==> src/rtl/alu_seq_pkg.sv <==
// Shared definitions for the sequential ALU: opcode mnemonics, FSM states and
// opcode classification helpers.
package alu_seq_pkg;

    typedef enum logic [3:0] {
        ADD  = 4'd0,
        LSH  = 4'd1,
        RSH  = 4'd2,
        XOR  = 4'd3,
        AND  = 4'd4,
        SUB  = 4'd5,
        CLR  = 4'd6,
        XORA = 4'd7,
        ADC  = 4'd8,
        SBB  = 4'd9,
        LSHN = 4'd10,
        RSHN = 4'd11,
        ROL  = 4'd12,
        ROR  = 4'd13
    } op_mne;

    typedef enum logic {
        IDLE  = 1'b0,
        SHIFT = 1'b1
    } alu_state_e;

    // Variable-distance ops that take one cycle per bit of distance.
    function automatic logic is_n_op(input logic [3:0] op);
        return (op == LSHN) || (op == RSHN) || (op == ROL) || (op == ROR);
    endfunction

endpackage

==> src/rtl/alu_comb.sv <==
// Single-cycle combinational datapath. Variable-distance ops return InA with
// carry passed through, which is exactly the N==0 result.
module alu_comb
    import alu_seq_pkg::*;
#(
    parameter int W = 8
) (
    input  logic [3:0]   i_op,
    input  logic [W-1:0] i_a,
    input  logic [W-1:0] i_b,
    input  logic         i_cin,
    output logic [W-1:0] o_res,
    output logic         o_cout,
    output logic         o_illegal
);

    logic [W:0] w_wide;

    always_comb begin
        // NOTE: every output gets a default first so no path can infer a latch.
        o_res     = i_a;
        o_cout    = i_cin;
        o_illegal = 1'b0;
        w_wide    = '0;
        case (i_op)
            ADD: begin
                w_wide = {1'b0, i_a} + {1'b0, i_b};
                {o_cout, o_res} = w_wide;
            end
            ADC: begin
                w_wide = {1'b0, i_a} + {1'b0, i_b} + {{W{1'b0}}, i_cin};
                {o_cout, o_res} = w_wide;
            end
            SUB: begin
                w_wide = {1'b0, i_a} - {1'b0, i_b};
                o_res  = w_wide[W-1:0];
                o_cout = ~w_wide[W];
            end
            SBB: begin
                // Carry is an active-high "no borrow", so the borrow-in is ~Carry.
                w_wide = {1'b0, i_a} - {1'b0, i_b} - {{W{1'b0}}, ~i_cin};
                o_res  = w_wide[W-1:0];
                o_cout = ~w_wide[W];
            end
            LSH: begin
                o_res  = {i_a[W-2:0], i_cin};
                o_cout = i_a[W-1];
            end
            RSH: begin
                o_res  = {i_cin, i_a[W-1:1]};
                o_cout = i_a[0];
            end
            XOR:  o_res = i_a ^ i_b;
            AND:  o_res = i_a & i_b;
            CLR: begin
                o_res  = '0;
                o_cout = 1'b0;
            end
            XORA: o_res = {{(W-1){1'b0}}, ^i_a};
            LSHN, RSHN, ROL, ROR: begin
                o_res  = i_a;
                o_cout = i_cin;
            end
            default: o_illegal = 1'b1;
        endcase
    end

endmodule

==> src/rtl/alu_seq.sv <==
// Sequential ALU top: single-cycle ops complete in one edge, variable shifts
// and rotates step one bit per edge under a Start/Busy/Done handshake.
module alu_seq
    import alu_seq_pkg::*;
#(
    parameter int W = 8
) (
    input  logic         Clk,
    input  logic         Reset,
    input  logic         Start,
    input  logic [3:0]   Op,
    input  logic [W-1:0] InA,
    input  logic [W-1:0] InB,
    output logic         Busy,
    output logic         Done,
    output logic [W-1:0] Out,
    output logic         Carry,
    output logic         Zero,
    output logic         Parity,
    output logic         Illegal
);

    localparam int CW = $clog2(W);

    alu_state_e    r_state;
    logic [CW-1:0] r_cnt;
    logic [3:0]    r_op;
    logic [W-1:0]  r_work;
    logic          r_work_c;
    logic [W-1:0]  r_out;
    logic          r_carry;
    logic          r_zero;
    logic          r_parity;
    logic          r_illegal;
    logic          r_busy;
    logic          r_done;

    logic [CW-1:0] w_n;
    logic [W-1:0]  w_res;
    logic          w_cout;
    logic          w_illegal;
    logic          w_in_shift;
    logic [3:0]    w_step_op;
    logic [W-1:0]  w_step_v;
    logic          w_step_c;
    logic [W-1:0]  w_next_v;
    logic          w_next_c;
    logic          w_fin;
    logic          w_enter;
    logic [W-1:0]  w_fin_v;
    logic          w_fin_c;
    logic          w_fin_ill;

    assign w_n = InB[CW-1:0];

    alu_comb #(.W(W)) u_comb (
        .i_op      (Op),
        .i_a       (InA),
        .i_b       (InB),
        .i_cin     (r_carry),
        .o_res     (w_res),
        .o_cout    (w_cout),
        .o_illegal (w_illegal)
    );

    // The first bit of a multi-cycle op is taken on the Start edge itself, so
    // the total latency equals the distance N.
    assign w_in_shift = (r_state == SHIFT);
    assign w_step_op  = w_in_shift ? r_op     : Op;
    assign w_step_v   = w_in_shift ? r_work   : InA;
    assign w_step_c   = w_in_shift ? r_work_c : r_carry;

    always_comb begin
        w_next_v = w_step_v;
        w_next_c = w_step_c;
        case (w_step_op)
            LSHN:    {w_next_c, w_next_v} = {w_step_v[W-1], w_step_v[W-2:0], 1'b0};
            RSHN:    {w_next_v, w_next_c} = {1'b0, w_step_v[W-1:1], w_step_v[0]};
            ROL:     w_next_v = {w_step_v[W-2:0], w_step_v[W-1]};
            ROR:     w_next_v = {w_step_v[0], w_step_v[W-1:1]};
            default: ;
        endcase
    end

    always_comb begin
        w_fin     = 1'b0;
        w_enter   = 1'b0;
        w_fin_v   = r_out;
        w_fin_c   = r_carry;
        w_fin_ill = 1'b0;
        if (w_in_shift) begin
            if (r_cnt == CW'(1)) begin
                w_fin   = 1'b1;
                w_fin_v = w_next_v;
                w_fin_c = w_next_c;
            end
        end else if (Start) begin
            if (is_n_op(Op) && (w_n > CW'(1))) begin
                w_enter = 1'b1;
            end else if (is_n_op(Op) && (w_n == CW'(1))) begin
                w_fin   = 1'b1;
                w_fin_v = w_next_v;
                w_fin_c = w_next_c;
            end else if (w_illegal) begin
                w_fin     = 1'b1;
                w_fin_ill = 1'b1;
            end else begin
                w_fin   = 1'b1;
                w_fin_v = w_res;
                w_fin_c = w_cout;
            end
        end
    end

    // NOTE: all state uses non-blocking assignments so every register samples
    // pre-edge values; the synchronous reset covers every register here.
    always_ff @(posedge Clk) begin
        if (Reset) begin
            r_state   <= IDLE;
            r_cnt     <= '0;
            r_op      <= '0;
            r_work    <= '0;
            r_work_c  <= 1'b0;
            r_out     <= '0;
            r_carry   <= 1'b0;
            r_zero    <= 1'b0;
            r_parity  <= 1'b0;
            r_illegal <= 1'b0;
            r_busy    <= 1'b0;
            r_done    <= 1'b0;
        end else begin
            r_done <= w_fin;
            if (w_enter) begin
                r_state  <= SHIFT;
                r_busy   <= 1'b1;
                r_op     <= Op;
                r_work   <= w_next_v;
                r_work_c <= w_next_c;
                r_cnt    <= w_n - CW'(1);
            end else if (w_in_shift && !w_fin) begin
                r_work   <= w_next_v;
                r_work_c <= w_next_c;
                r_cnt    <= r_cnt - CW'(1);
            end
            if (w_fin) begin
                r_state   <= IDLE;
                r_busy    <= 1'b0;
                r_cnt     <= '0;
                r_out     <= w_fin_v;
                r_carry   <= w_fin_c;
                r_zero    <= ~|w_fin_v;
                r_parity  <= ^w_fin_v;
                r_illegal <= w_fin_ill;
            end
        end
    end

    assign Busy    = r_busy;
    assign Done    = r_done;
    assign Out     = r_out;
    assign Carry   = r_carry;
    assign Zero    = r_zero;
    assign Parity  = r_parity;
    assign Illegal = r_illegal;

endmodule

==> config.mk <==
export PLATFORM = sky130hd
export DESIGN_NAME = alu_seq
export DESIGN_NICKNAME = d
export VERILOG_FILES = /design/src/rtl/alu_seq_pkg.sv /design/src/rtl/alu_comb.sv /design/src/rtl/alu_seq.sv
export SDC_FILE = /design/constraint.sdc
export NUM_CORES = 1
export LEC_CHECK = 0
export CAP_MARGIN = 25
export CORE_MARGIN = 8
export CORE_UTILIZATION = 45
export CTS_CLUSTER_DIAMETER = 100
export CTS_CLUSTER_SIZE = 10
export DETAILED_ROUTE_END_ITERATION = 10
export DONT_BUFFER_PORTS = 1
export SETUP_SLACK_MARGIN = 0.15
export SLEW_MARGIN = 30
export SYNTH_ARGS = -nofsm -noshare
export SYNTH_HDL_FRONTEND = slang
export SYNTH_SLANG_ARGS = --single-unit
export TNS_END_PERCENT = 100
==> constraint.sdc <==
create_clock -name Clk -period 5.6 [get_ports Clk]
set_clock_uncertainty 0.15 [all_clocks]
set_input_delay 1.68 -clock Clk [delete_from_list [all_inputs] [get_ports Clk]]
set_output_delay 1.68 -clock Clk [all_outputs]
set_load 0.005 [all_outputs]
==> flow_summary_export.csv, run 1 <==
group,metric,value,unit
sta,period_share,86.82,%
grt,grt_first_pass_wirelength,22540,µm
layout,layout_common_cells,"nor2_1, nand2_1, a21oi_1",
clock_tree,clk_latency,0.29,ns
worst_setup_path,path_max_fanout,6,
layout,finalInstanceArea,4293,µm²
power_and_ir_drop,p_leak,1.580,nW
detailed_routing,drt_drc_violations_left,0,
worst_setup_path,r2r_end,"Parity$_SDFFE_PP0P_",
worst_setup_path,cp.required,5.67,ns
clock_tree,clock_path_buffers,2,
clock_tree,cts_htree_levels,2,
sta,setup_violations,0,
sta,slew_headroom,40.22,%
synth,yosysTopAreaCell,"dfxtp_1",
placed_design,port-buffer-count,0,
detailed_routing,num_vias,4310,
placed_design,dpl_cell_area,4198,µm²
layout,syn_to_final_growth,2.755,%
worst_setup_path,cp.arrival,4.93,ns
synth,netlist_area,4178,µm²
detailed_routing,ant_nets,0,
worst_setup_path,worst_setup_path_end_kind,"register",
worst_hold_path,worstHoldPathType,"reg2reg",
synth,netlist_top_cells_area,"dfxtp_1, ha_1, xnor2_1",
synth,synth.distinct_cells,92,
worst_setup_path,r2r_setup_slack,1.49,ns
placed_design,hpwl,10960,µm
job,maxCapViolations,0,
synth,yosysWarningCount,0,
clock_tree,post_cts_buffers,0,
worst_setup_path,cp-start-kind,"primary input",
clock_tree,cts_root_buffer,"clkbuf_8",
worst_setup_path,path_cells,"ha_1, fa_1, or4b_1, a21oi_1, o32ai_1, a211oi_1, a21oi_1, o221a_2, ha_1, xnor2_1, xnor2_1, a211oi_1",
synth,avgSynthCellArea,7.666,µm²
power_and_ir_drop,p_per_area,192.9,nW/µm²
clock_tree,postCtsHoldBufs,0,
placed_design,globalplace.congestion,0.9647,
die,dieWidth,112.4,µm
grt,first_global_vias,3977,
worst_setup_path,r2r_start,"Busy$_SDFFE_PP0P_",
synth,synthArstFlopShare,0,%
sta,fmax,205.7,MHz
worst_hold_path,hold_path_depth,2,
layout,antenna_cells,0,
detailed_routing,wl,14260,µm
sta,drv_slew,0,
worst_setup_path,critical_path.max_stage_delay,0.56,ns
layout,fill_cells,956,
sta,fin_setup_tns,0,ns
layout,drive_above_1_share,9.848,%
detailed_routing,viasPerCell,6.745,
power_and_ir_drop,vdd_drop_max,100.4,µV
detailed_routing,wl_per_cell,22.31,µm
layout,final_common_cell,"nor2_1",
worst_setup_path,setup.worst_path.start,"InA[0]",
die,start_util,45.87,%
die,die_area,12620,µm²
layout,nNetsFinal,580,
worst_setup_path,worstRegToRegCells,11,
detailed_routing,drtIter0Drc,493,
synth,ys_seq_area_share,14.38,%
grt,grt_max_degree,33,
clock_tree,clock-sinks,30,
worst_hold_path,hold_end,"r_op[0]$_SDFFE_PP0P_",
detailed_routing,first_pass_iters,5,
clock_tree,worst_setup_hold_path_clk_slew,0.08,ns
grt,overflow,0,
grt,antenna_found_initial,0,
grt,grt_usage,22.26,%
clock_tree,cts_tree,"yes",
sta,rsz0062_at_grt,"false",
die,ios,37,
synth,synth_cells,545,
clock_tree,cts_made_buffers,5,
die,rows,35,
clock_tree,cts_resized,0,
synth,synth.net_count,598,
worst_setup_path,path_class,"in2reg",
synth,yosys.area.top_type_share,14.38,%
sta,hold_viol,0,
sta,worstMarginPinSlew,0.8955,ns
synth,synth_ff_type,"dfxtp_1",
power_and_ir_drop,p_total,0.8282,mW
sta,min_period,4.862,ns
worst_hold_path,worstHoldStart,"r_op[0]$_SDFFE_PP0P_",
worst_setup_path,crit_slowest_cell,"a211oi_1",
die,fp.dieH,112.4,µm
status,status,"finished clean",
die,core_area,9109,µm²
synth,synth-edff-count,0,
synth,synth-seq-cells,30,
==> critical path: cells and delay by family <==
| kind | cells | cell delay (ns) |
|---|---|---|
| AOI/OAI and AO/OA | 6 | 1.48 |
| adders and majority gates | 3 | 1.04 |
| and+or+nand+nor | 1 | 0.44 |
| xor gates and xnor gates | 2 | 0.29 |
==> power breakdown <==
part           switching [mW]  leakage, nW  internal (mW)
Combinational           0.230         1.29          0.166
Clock                  0.0865       0.0472         0.0986
Sequential             0.0172        0.245          0.230
==> cells in the mapped netlist, types with 5 or more instances <==
master and n:
a211oi_1 11, a21oi_1 38, a221oi_1 5, a22o_1 5, a22oi_1 6, a31oi_1 5
buf_2 11, clkbuf_1 12, dfxtp_1 30, ha_1 28, inv_1 27, mux2_2 7
mux2i_1 15, nand2_1 40, nand2b_1 9, nand3_1 18, nor2_1 59, nor2b_1 11
nor3_1 19, o21ai_0 19, o22ai_1 6, o31ai_1 6, or3_1 6, xnor2_1 26
==> layer usage <==
metal	up-vias	share of wire, %	track usage [%]	wire [µm]
met2	190	44	34.73	6315
li1	1985	-	-	-
met5	-	0	0	0
met1	2112	46	31.30	6556
met3	23	8.2	3.918	1172
met4	0	1.5	4.227	212
==> final cells by class <==
cell class | instances | area (µm²) | area share [%]
multi-input cells | 458 | 3323 | 77.41
flip-flops and latches | 30 | 600.6 | 13.99
well taps | 111 | 138.9 | 3.235
inverters | 28 | 105.1 | 2.448
clock buffers | 6 | 82.58 | 1.924
repair buffers | 4 | 30.03 | 0.6995
clock inverters | 2 | 12.51 | 0.2915
==> logic make-up (layout without fill, tap and decap cells) <==
| group | after synthesis | count (layout) | share of synthesized area (%) |
|---|---|---|---|
| mux | 24 | 24 | 6.080 |
| flops | 30 | 30 | 14.38 |
| buf+inv | 57 | 40 | 6.079 |
| xor+xnor | 34 | 34 | 8.146 |
| fa+ha+maj | 30 | 30 | 9.344 |
| compound gates | 169 | 169 | 31.30 |
| simple gates | 201 | 201 | 24.68 |
==> metrics by stage <==
step | hold WS (ns) | utilization (%) | setup WS, ns | cells
floorplan | 0.3042 | - | 0.8689 | 545
global placement | 0.3157 | 46.09 | 0.5249 | 631
detailed placement | 0.3217 | 46.09 | 0.5107 | 631
CTS | 0.3321 | 47.13 | 0.8007 | 639
global route | 0.3758 | 47.13 | 0.5541 | 639
finish | 0.3366 | 47.13 | 0.7380 | 639
==> worst max-delay path by stage <==
stage	to	depth (start not counted)
4_1_cts	Parity$_SDFFE_PP0P_	12
3_5_place_dp	Parity$_SDFFE_PP0P_	12
6_report	Parity$_SDFFE_PP0P_	12
5_1_grt	Parity$_SDFFE_PP0P_	13
3_3_place_gp	Parity$_SDFFE_PP0P_	12
2_1_floorplan	Parity$_SDFFE_PP0P_	13
==> state kept, by name, indices dropped and copies added, names as in the netlist <==
register	cells
Out	8
r_work	8
r_op	4
r_cnt	3
Busy	1
Carry	1
Done	1
Illegal	1
Parity	1
Zero	1
r_work_c	1
No activity file was read; power rests on OpenSTA's default activity.
==> inputs of run 2 (changes only) <==
--- a/config.mk
+++ b/config.mk
@@ -6,8 +6,10 @@
 export NUM_CORES = 1
 export LEC_CHECK = 0
 export CAP_MARGIN = 25
+export CORE_ASPECT_RATIO = 0.5
 export CORE_MARGIN = 8
 export CORE_UTILIZATION = 45
+export CTS_BUF_LIST = sky130_fd_sc_hd__clkbuf_8
 export CTS_CLUSTER_DIAMETER = 100
 export CTS_CLUSTER_SIZE = 10
 export DETAILED_ROUTE_END_ITERATION = 10
==> run 2 against run 1 <==
  * Design area is 0.52% higher
  * Count of clock-buffer cells in the layout grew 2
  * Clock power rose by 13%
  * Sequential share of layout area down 0.073 points
  * Via count down 2.1%
  * Critical path type unchanged
  * Highest routed layer unchanged
==> flow_summary_export.csv, run 2 (synthesis results as in run 1) <==
group,metric,value,unit
detailed_routing,wl_per_cell,21.28,µm
clock_tree,cts_tree,"yes",
clock_tree,postCtsHoldBufs,0,
die,core_area,8859,µm²
clock_tree,clock-sinks,30,
clock_tree,cts_htree_levels,2,
sta,fmax,206.5,MHz
power_and_ir_drop,p_leak,1.591,nW
sta,slew_headroom,51.25,%
sta,period_share,86.46,%
grt,grt_usage,20.53,%
layout,antenna_cells,0,
worst_setup_path,crit_family,"compound AO/OA/AOI/OAI gates",
die,start_util,47.16,%
worst_setup_path,cp.required,5.65,ns
worst_setup_path,critical_path.max_stage_delay,0.49,ns
die,fp.dieH,84.13,µm
power_and_ir_drop,vdd_drop_max,82.06,µV
detailed_routing,wl,13730,µm
worst_setup_path,path_buf_inv,0,
placed_design,dpl_cell_area,4205,µm²
placed_design,globalplace.congestion,0.9208,
clock_tree,cts_root_buffer,"clkbuf_8",
sta,fin_setup_tns,0,ns
worst_setup_path,worst_setup_path_end_kind,"register",
worst_setup_path,path_max_fanout,6,
placed_design,hpwl,10630,µm
grt,antenna_found_initial,0,
grt,overflow,0,
die,die_area,12810,µm²
detailed_routing,drtIter0Drc,540,
worst_setup_path,path_class,"in2reg",
worst_hold_path,worstHoldPathType,"reg2reg",
worst_setup_path,cp.arrival,4.89,ns
clock_tree,clock_path_buffers,2,
clock_tree,clk_latency,0.29,ns
power_and_ir_drop,p_total,0.8474,mW
detailed_routing,num_vias,4219,
grt,grt_max_degree,33,
die,rows,24,
detailed_routing,drt_drc_violations_left,0,
detailed_routing,viasPerCell,6.541,
clock_tree,worst_setup_hold_path_clk_slew,0.07,ns
layout,layout_common_cells,"nor2_1, nand2_1, a21oi_1",
layout,finish.utilization,48.71,%
grt,first_global_vias,3831,
die,dieWidth,152.3,µm
placed_design,port-buffer-count,0,
placed_design,dp.cells,637,
worst_setup_path,cp-start-kind,"primary input",
grt,grt_first_pass_wirelength,21720,µm
layout,fin_cells,645,
sta,rsz0062_at_grt,"false",
power_and_ir_drop,p_per_area,196.4,nW/µm²
sta,hold_viol,0,
detailed_routing,ant_nets,0,
layout,syn_to_final_growth,3.294,%
worst_setup_path,r2r_setup_slack,1.80,ns
sta,worst_hold_slack,0.3232,ns
detailed_routing,first_pass_iters,6,
sta,setup_violations,0,
sta,min_period,4.842,ns
die,ios,37,
layout,final_common_cell,"nor2_1",
worst_setup_path,path_cells,"ha_1, fa_1, nand2b_4, a2111oi_4, nor4_1, nor2_1, o311a_1, a2111oi_4, a21o_1, ha_1, xnor2_1, xnor2_1, a211oi_1",
placed_design,dp_slack,0.5183,ns
layout,fill_cells,877,
clock_tree,cts_resized,0,
job,maxCapViolations,0,
clock_tree,post_cts_buffers,0,
sta,drv_slew,0,
sta,setup_slack,0.7582,ns
layout,drive_above_1_share,9.848,%
clock_tree,cts_made_buffers,5,
sta,worstMarginPinSlew,0.7236,ns
status,status,"finished clean",
worst_setup_path,crit_slowest_cell,"nor4_1",
layout,finalInstanceArea,4315,µm²
layout,nNetsFinal,580,
-- run 2: changes by cell type in the layout (fill, tap and decap cells not counted), sizes merged --
cell / previous run / this run
clkbuf: 6 / 8
clkinv: 1 / 0
clkinvlp: 1 / 0
-- run 2: final timing paths --
kind / startpoint / to / cells past startpoint
setup reg to reg: Busy$_SDFFE_PP0P_ / Parity$_SDFFE_PP0P_ / 12
hold reg to reg: r_op[0]$_SDFFE_PP0P_ / r_op[0]$_SDFFE_PP0P_ / 2
hold / removal: r_op[0]$_SDFFE_PP0P_ / r_op[0]$_SDFFE_PP0P_ / 2
setup / recovery: InA[0] / Parity$_SDFFE_PP0P_ / 13
-- run 2: area by class of cell --
| cell class | count | area [µm²] | area share [%] |
|---|---|---|---|
| Clock buffer | 8 | 110.1 | 2.551 |
| Inverter | 28 | 105.1 | 2.435 |
| Tap cell | 117 | 146.4 | 3.392 |
| Sequential cell | 30 | 600.6 | 13.92 |
| Timing Repair Buffer | 4 | 30.03 | 0.6959 |
| Multi-Input combinational cell | 458 | 3323 | 77.01 |
-- run 2: worst min-delay path, delay by kind of cell (launching register included) --
kind	cells	cell delay [ns]
AND/OR/NAND/NOR	1	0.06
AO/OA/AOI/OAI	1	0.05
flip-flops	1	0.33
-- run 2: where the power goes --
| group | switching [mW] | total, mW | internal (mW) |
|---|---|---|---|
| clock network | 0.0850 | 0.209 | 0.124 |
| logic | 0.227 | 0.392 | 0.166 |
| registers | 0.0159 | 0.246 | 0.230 |
| total | 0.327 | 0.847 | 0.520 |
-- run 2: per-layer routing --
layer	routed length, µm	GRT usage, %
met5	0	0
met4	203	4.680
met2	5607	30.80
met3	1401	5.672
met1	6514	28.51
